===== config.mk =====
export PLATFORM = sky130hd
export DESIGN_NAME = iter_divider_flat
export DESIGN_NICKNAME = d
export VERILOG_FILES = /design/src/rtl/iter_divider_pkg.sv /design/src/rtl/iter_divider_if.sv /design/src/rtl/iter_divider_div_step.sv /design/src/rtl/iter_divider.sv /design/src/flat_wrapper.sv
export SDC_FILE = /design/constraint.sdc
export NUM_CORES = 1
export LEC_CHECK = 0
export ABC_AREA = 1
export CAP_MARGIN = 20
export CORE_MARGIN = 3
export CORE_UTILIZATION = 45
export CTS_CLUSTER_SIZE = 16
export DETAILED_ROUTE_END_ITERATION = 8
export GPL_ROUTABILITY_DRIVEN = 0
export PLACE_DENSITY = 0.68
export SLEW_MARGIN = 20
export SYNTH_ARGS = -nofsm -noshare
export SYNTH_HDL_FRONTEND = slang
export SYNTH_SLANG_ARGS = --single-unit
export TNS_END_PERCENT = 100

===== constraint.sdc =====
create_clock -name i_clk -period 2.25 [get_ports i_clk]
set_input_delay 0.225 -clock i_clk [delete_from_list [all_inputs] [get_ports i_clk]]
set_output_delay 0.225 -clock i_clk [all_outputs]
set_load 0.05 [all_outputs]

===== src/rtl/iter_divider_pkg.sv =====
// Shared constants, state encoding and helpers for the iterative divider.
package iter_divider_pkg;

    localparam int XLEN  = 32;
    localparam int CNT_W = 6;

    typedef enum logic [1:0] {
        IDLE = 2'd0,
        RUN  = 2'd1,
        FIX  = 2'd2,
        DONE = 2'd3
    } state_t;

    localparam logic [XLEN-1:0] DIV0_QUOT = {XLEN{1'b1}};
    localparam logic [XLEN-1:0] INT_MIN   = {1'b1, {(XLEN-1){1'b0}}};

    // Two's-complement negate, modulo 2^XLEN.
    function automatic logic [XLEN-1:0] neg(input logic [XLEN-1:0] v);
        return ~v + {{(XLEN-1){1'b0}}, 1'b1};
    endfunction

endpackage


===== src/rtl/iter_divider_if.sv =====
// Request/response bundle between the execute stage and the divider.
interface iter_divider_if;
    import iter_divider_pkg::*;

    logic            i_start_1;
    logic            i_signed_1;
    logic [XLEN-1:0] i_dividend_32;
    logic [XLEN-1:0] i_divisor_32;
    logic            o_busy_1;
    logic            o_done_1;
    logic [XLEN-1:0] o_quotient_32;
    logic [XLEN-1:0] o_remainder_32;

    modport master (
        output i_start_1, i_signed_1, i_dividend_32, i_divisor_32,
        input  o_busy_1, o_done_1, o_quotient_32, o_remainder_32
    );

    modport slave (
        input  i_start_1, i_signed_1, i_dividend_32, i_divisor_32,
        output o_busy_1, o_done_1, o_quotient_32, o_remainder_32
    );

endinterface


===== src/rtl/iter_divider_div_step.sv =====
// One restoring shift-subtract iteration on unsigned magnitudes.
module div_step
    import iter_divider_pkg::*;
(
    input  logic [XLEN-1:0] rem,
    input  logic [XLEN-1:0] quo,
    input  logic [XLEN-1:0] dvs,
    output logic [XLEN-1:0] rem_nxt,
    output logic [XLEN-1:0] quo_nxt
);

    logic [XLEN:0] shifted;
    logic [XLEN:0] trial;

    // The shifted remainder is below 2*dvs, so the difference always fits
    // a signed XLEN+1 value and its top bit is the borrow.
    always_comb begin
        shifted = {rem, quo[XLEN-1]};
        trial   = shifted + {1'b1, ~dvs} + {{XLEN{1'b0}}, 1'b1};
        if (!trial[XLEN]) begin
            rem_nxt = trial[XLEN-1:0];
        end else begin
            rem_nxt = shifted[XLEN-1:0];
        end
        quo_nxt = {quo[XLEN-2:0], ~trial[XLEN]};
    end

endmodule


===== src/rtl/iter_divider.sv =====
// Multi-cycle signed/unsigned 32-bit divider, one quotient bit per cycle.
module iter_divider
    import iter_divider_pkg::*;
(
    input  logic         i_clk,
    input  logic         i_rst,
    iter_divider_if.slave bus
);

    state_t            state, state_nxt;
    logic [XLEN-1:0]   rem_q, quo_q, dvs_q;
    logic [CNT_W-1:0]  cnt_q;
    logic              sgn_q, dvd_neg_q, dvs_neg_q;
    logic [XLEN-1:0]   quot_q, remd_q;

    logic [XLEN-1:0]   rem_step, quo_step;
    logic              is_div0, is_ovf, dvd_neg_in, dvs_neg_in;
    logic              last_iter;

    div_step u_step (
        .rem     (rem_q),
        .quo     (quo_q),
        .dvs     (dvs_q),
        .rem_nxt (rem_step),
        .quo_nxt (quo_step)
    );

    // Special-case detection and operand signs straight off the request.
    always_comb begin
        is_div0    = (bus.i_divisor_32 == '0);
        is_ovf     = bus.i_signed_1 && (bus.i_dividend_32 == INT_MIN) &&
                     (bus.i_divisor_32 == {XLEN{1'b1}});
        dvd_neg_in = bus.i_signed_1 && bus.i_dividend_32[XLEN-1];
        dvs_neg_in = bus.i_signed_1 && bus.i_divisor_32[XLEN-1];
        last_iter  = (cnt_q == CNT_W'(XLEN-1));
    end

    // State register.
    always_ff @(posedge i_clk) begin
        if (i_rst) state <= IDLE;
        else       state <= state_nxt;
    end

    // Next-state logic; special cases skip straight to DONE.
    always_comb begin
        state_nxt = state;
        case (state)
            IDLE: if (bus.i_start_1) state_nxt = (is_div0 || is_ovf) ? DONE : RUN;
            RUN:  if (last_iter)     state_nxt = FIX;
            FIX:  state_nxt = DONE;
            DONE: state_nxt = IDLE;
            default: state_nxt = IDLE;
        endcase
    end

    // Datapath: operand capture, iteration, sign fix-up into result registers.
    always_ff @(posedge i_clk) begin
        if (i_rst) begin
            rem_q     <= '0;
            quo_q     <= '0;
            dvs_q     <= '0;
            cnt_q     <= '0;
            sgn_q     <= 1'b0;
            dvd_neg_q <= 1'b0;
            dvs_neg_q <= 1'b0;
            quot_q    <= '0;
            remd_q    <= '0;
        end else begin
            case (state)
                IDLE: if (bus.i_start_1) begin
                    sgn_q     <= bus.i_signed_1;
                    dvd_neg_q <= dvd_neg_in;
                    dvs_neg_q <= dvs_neg_in;
                    rem_q     <= '0;
                    cnt_q     <= '0;
                    quo_q     <= dvd_neg_in ? neg(bus.i_dividend_32) : bus.i_dividend_32;
                    dvs_q     <= dvs_neg_in ? neg(bus.i_divisor_32)  : bus.i_divisor_32;
                    if (is_div0) begin
                        quot_q <= DIV0_QUOT;
                        remd_q <= bus.i_dividend_32;
                    end else if (is_ovf) begin
                        quot_q <= INT_MIN;
                        remd_q <= '0;
                    end
                end
                RUN: begin
                    rem_q <= rem_step;
                    quo_q <= quo_step;
                    cnt_q <= cnt_q + CNT_W'(1);
                end
                FIX: begin
                    // Remainder follows the dividend sign; negating zero keeps zero.
                    quot_q <= (sgn_q && (dvd_neg_q ^ dvs_neg_q)) ? neg(quo_q) : quo_q;
                    remd_q <= (sgn_q && dvd_neg_q) ? neg(rem_q) : rem_q;
                end
                default: ;
            endcase
        end
    end

    assign bus.o_busy_1       = (state != IDLE);
    assign bus.o_done_1       = (state == DONE);
    assign bus.o_quotient_32  = quot_q;
    assign bus.o_remainder_32 = remd_q;

endmodule


===== src/flat_wrapper.sv =====
// flat-port wrapper written by rule: the top's interface ports become plain ports
module iter_divider_flat import iter_divider_pkg::*;
  (i_clk, i_rst, bus_i_start_1, bus_i_signed_1, bus_i_dividend_32, bus_i_divisor_32, bus_o_busy_1, bus_o_done_1, bus_o_quotient_32, bus_o_remainder_32);
  iter_divider_if bus_i ();
  input  logic i_clk;
  input  logic i_rst;
  input wire logic [$bits(bus_i.i_start_1)-1:0] bus_i_start_1;
  input wire logic [$bits(bus_i.i_signed_1)-1:0] bus_i_signed_1;
  input wire logic [$bits(bus_i.i_dividend_32)-1:0] bus_i_dividend_32;
  input wire logic [$bits(bus_i.i_divisor_32)-1:0] bus_i_divisor_32;
  output wire logic [$bits(bus_i.o_busy_1)-1:0] bus_o_busy_1;
  output wire logic [$bits(bus_i.o_done_1)-1:0] bus_o_done_1;
  output wire logic [$bits(bus_i.o_quotient_32)-1:0] bus_o_quotient_32;
  output wire logic [$bits(bus_i.o_remainder_32)-1:0] bus_o_remainder_32;
  assign bus_i.i_start_1 = bus_i_start_1;
  assign bus_i.i_signed_1 = bus_i_signed_1;
  assign bus_i.i_dividend_32 = bus_i_dividend_32;
  assign bus_i.i_divisor_32 = bus_i_divisor_32;
  assign bus_o_busy_1 = bus_i.o_busy_1;
  assign bus_o_done_1 = bus_i.o_done_1;
  assign bus_o_quotient_32 = bus_i.o_quotient_32;
  assign bus_o_remainder_32 = bus_i.o_remainder_32;
  iter_divider u_core (.i_clk(i_clk), .i_rst(i_rst), .bus(bus_i));
endmodule

==> impl_summary.md, run 1 <==
Die
The floorplan die width is 184 um. The die is 184 um tall. The area of the die is 0.0338 sq mm. The cell row count is 64. The region available for standard cell placement spans 0.0309 sq mm. The initial utilization of the core area, before any placement, comes to 46.1%. The I/O pin total is 134.

Power and ir drop
The switching part of the total power is 51.4%. In this run the power spent charging and discharging nets is 0.0106 W. Combinational logic is responsible for 63.0% of the overall power. The internal power component is 0.0100 W. The ratio of total power to cell area is 1090 mW/mm^2.

The sequential share of power is 21.5%. The reported leakage power is 9.07 nW. Per report_power, the clock group accounts for 15.5% of the total.

IR analysis of the VDD net gives a maximum drop of 0.00130 V.

Hold path
The worst hold path cell count is 2. The type of the most critical hold path is input pin to flip-flop.

Placement
Once placement completed, the tool counted placed cells totaling 3,074. The post-detailed-placement half-perimeter wirelength is 41.0 mm. Input and output buffers added on the ports amount to 133.

Job
The max-cap check violation count is 0.

STA
Adding up every negative setup slack in the final design gives -1.01 ns. The number of hold-slack violations in the final timing report was 0. The fmax is 430 MHz. Setup repair after global routing could not meet its margin everywhere. Dividing the final minimum period by the clock period gives 103%. The transition time at the pin with the least slew margin is 0.945 ns. The clock skew is 0.0146 ns. The smallest clock period supported by the final layout is computed as 2.33 ns. Setup violations remaining at the end of the flow were counted as 26. The final count of pins violating max slew is 0. The worst relative slew slack is 36.5%. The final setup slack of the worst path is -0.0754 ns.

Setup path
Data on the critical path is required at its endpoint by 2.57 ns. STA classifies the critical path startpoint as a flip-flop. Data on the critical path arrives at its endpoint at 2.65 ns. The top fanout value on the critical path is 5. The critical path class is flip-flop to flip-flop. The worst setup path is captured at a flip-flop. For the worst flop-to-flop path, the logic depth is 17.

Logic synthesis
Counting flops with an async set or reset pin after synthesis yields a share of 0%. The netlist area before placement is 0.0142 sq mm. The share of the yosys chip area belonging to registers is 24.0%. The number of warning messages in the yosys log is 0.

The mean post-synth cell area is 5.89 sq um. The dominant register cell in the synthesized netlist is sky130_fd_sc_hd__dfxtp_1. In this run, synthesis produced a sequential element count of 171.

The number of standard cells after synthesis is 2,417. Counting every net in the synthesized netlist gives 2,528. The number of enable-type register cells in the synthesized netlist is 0.

The number of different library cells used by synthesis comes to 55.

Global routing
The global-route wire length before repair is 81.3 mm. The total grt overflow is 0. The largest net degree at the start of global routing is 78. The number of antenna violations at the first check in global routing is 0. The overall track demand over capacity in global routing is 30.2%. The via count of the first global-routing pass is 15,400.

Clock tree
In this run the number of H-tree levels came out at 4. The CTS buffer count is 17. After clock tree synthesis, the clock-pin slew on the worst setup and hold paths is 0.08 ns. In this run the clock root is driven by a sky130_fd_sc_hd__clkbuf_16.

The later pin in the worst-skew pair is clocked with a latency of 0.46 ns. The clock tree buffer depth is 2. The tree built by TritonCTS fans out to 171 sinks. The quantity of hold-fixing buffers added after cts is 0. The CTS tree is built.

Cells and area
The count of cells in the finished layout, fillers not included, comes to 3,125. In the final layout, the share of cells above drive strength 1 is 19.0%. The library cell used most frequently in the layout, excluding fill and tap cells, is sky130_fd_sc_hd__nand2_1. The antenna cell count is 0.

The top cell types in the final layout, fill and taps aside, are sky130_fd_sc_hd__nand2_1, sky130_fd_sc_hd__inv_1, sky130_fd_sc_hd__nor2_1. Cells fill 61.4% of the core in the end. The growth of design area from synthesis to finish is 33.1%. At the end of the flow, the number of nets in the layout was 2,827.

Detailed routing
The via density per instance is 5.42. The total number of vias is 17,000. The number of nets with antenna violations after routing is 0. The wire length per cell after detailed routing is 17.1 um.

The first detailed-routing pass took 6 iterations. The number of remaining DRC errors is 0. For this block, the routed nets add up to 53.3 mm of wire. For this block, the initial DRC count from the detailed router was 2,103.

Status
The checks that failed: setup timing. The run finished, with violations left.
==> power groups by stage <==
stage | logic (W) | clock network [W] | registers [W]
2_1_floorplan | 0.00696 | 0 | 0.00539
3_3_place_gp | 0.0116 | 0 | 0.00443
3_5_place_dp | 0.0118 | 0 | 0.00445
4_1_cts | 0.0122 | 0.00320 | 0.00439
5_1_grt | 0.0142 | 0.00332 | 0.00452
6_report | 0.0130 | 0.00319 | 0.00444
==> what timing repair did <==
| item | 4_1_cts | 5_1_grt |
|---|---|---|
| endpoints found under the setup margin | 33 | 69 |
| setup buffers | 9 | 4 |
| cloned | 3 | 3 |
| pin swaps | 18 | 31 |
| resized for setup | 37 | 103 |
==> state kept, by name, indices dropped and copies added (netlist names) <==
signal / flops
u_core.bus.o_remainder_32: 32
u_core.quo_q: 32
u_core.cnt_q: 6
u_core.rem_q: 32
u_core.dvd_neg_q: 1
u_core.sgn_q: 1
u_core.dvs_neg_q: 1
u_core.state: 2
u_core.dvs_q: 32
u_core.bus.o_quotient_32: 32
==> path summary, 6_finish.rpt <==
kind	startpoint	slack [ns]	endpoint
setup reg to reg	u_core.quo_q[31]	-0.08	u_core.rem_q[25]
setup / recovery	u_core.quo_q[31]	-0.08	u_core.rem_q[25]
hold reg to reg	u_core.cnt_q[4]	0.46	u_core.cnt_q[4]
hold / removal	i_rst	0.19	u_core.quo_q[0]
==> synthesized netlist by cell type (22+ instances only) <==
cell | n | share of area [%]
sky130_fd_sc_hd__nand2_1 | 647 | 17
sky130_fd_sc_hd__inv_1 | 360 | 9.5
sky130_fd_sc_hd__nor2_1 | 246 | 6.5
sky130_fd_sc_hd__nand3_1 | 204 | 7.2
sky130_fd_sc_hd__a21oi_1 | 191 | 6.7
sky130_fd_sc_hd__dfxtp_1 | 171 | 24
sky130_fd_sc_hd__o21ai_0 | 124 | 4.4
sky130_fd_sc_hd__clkbuf_1 | 61 | 1.6
sky130_fd_sc_hd__ha_1 | 42 | 3.7
sky130_fd_sc_hd__nor3_1 | 41 | 1.4
sky130_fd_sc_hd__nand2_2 | 34 | 1.5
sky130_fd_sc_hd__xor2_1 | 30 | 1.8
sky130_fd_sc_hd__nand4_1 | 29 | 1.3
sky130_fd_sc_hd__nand3_2 | 22 | 1.5
==> cell families (layout without fill, tap and decap cells) <==
logic type / Yosys count / after routing / synth area share, %
AND/OR/NAND/NOR: 1285 / 1288 / 40.4
flip-flops: 171 / 171 / 24.0
XOR/XNOR: 40 / 40 / 2.46
adder cells (fa/ha/maj): 43 / 43 / 3.83
buffers and inverters: 472 / 781 / 13.2
AO/OA/AOI/OAI: 406 / 406 / 16.1
==> worst max-delay path: stages (launching register included) <==
cell and delay, ns:
sky130_fd_sc_hd__dfxtp_2 0.35, sky130_fd_sc_hd__inv_2 0.06, sky130_fd_sc_hd__ha_4 0.16, sky130_fd_sc_hd__fa_2 0.36
sky130_fd_sc_hd__inv_2 0.07, sky130_fd_sc_hd__nand2_2 0.04, sky130_fd_sc_hd__nand2_2 0.06, sky130_fd_sc_hd__nand3_2 0.09
sky130_fd_sc_hd__nand2_2 0.12, sky130_fd_sc_hd__nand2_4 0.07, sky130_fd_sc_hd__nand2_4 0.09, sky130_fd_sc_hd__nand2_8 0.08
sky130_fd_sc_hd__nand3_4 0.15, sky130_fd_sc_hd__buf_12 0.15, sky130_fd_sc_hd__buf_4 0.12, sky130_fd_sc_hd__nand3_2 0.08
sky130_fd_sc_hd__nand3_2 0.08, sky130_fd_sc_hd__a21oi_2 0.06
==> metrics by stage <==
stage	instance area, sq um	worst slack [ns]	total power (W)	hold WS [ns]
after global routing	19000	-0.154	0.0220	0.190
after global placement	17400	-0.338	0.0160	0.443
after CTS	18400	-0.0244	0.0198	0.178
after detailed placement	17400	-0.377	0.0163	0.448
after floorplan	14200	0.0158	0.0123	0.383
final	19000	-0.0754	0.0206	0.190
==> final cells by class <==
class                   count  area [sq um]
repair buffers            368          3370
clock inverters            13           180
fillers                  2845         11900
well taps                 396           495
flip-flops and latches    171          3430
multi-input cells        1777          9610
clock buffers              19           443
inverters                 381          1430
==> per-layer routing <==
metal / vias up / GRT usage, % / routed length (um)
met5: - / 0 / 0
met4: 0 / 11.2 / 2210
met3: 145 / 6.39 / 5230
met2: 819 / 45.9 / 22700
met1: 7657 / 42.2 / 23200
li1: 8330 / - / -
Power figures use the tool's default switching activity.
==> run 2, diff against run 1 <==
--- a/config.mk
+++ b/config.mk
@@ -9,6 +9,7 @@
 export CAP_MARGIN = 20
 export CORE_MARGIN = 3
 export CORE_UTILIZATION = 45
+export CTS_CLUSTER_DIAMETER = 40
 export CTS_CLUSTER_SIZE = 16
 export DETAILED_ROUTE_END_ITERATION = 8
 export GPL_ROUTABILITY_DRIVEN = 0
==> results of run 2 <==
Final layout, timing and power as in run 1 (identical DEF).
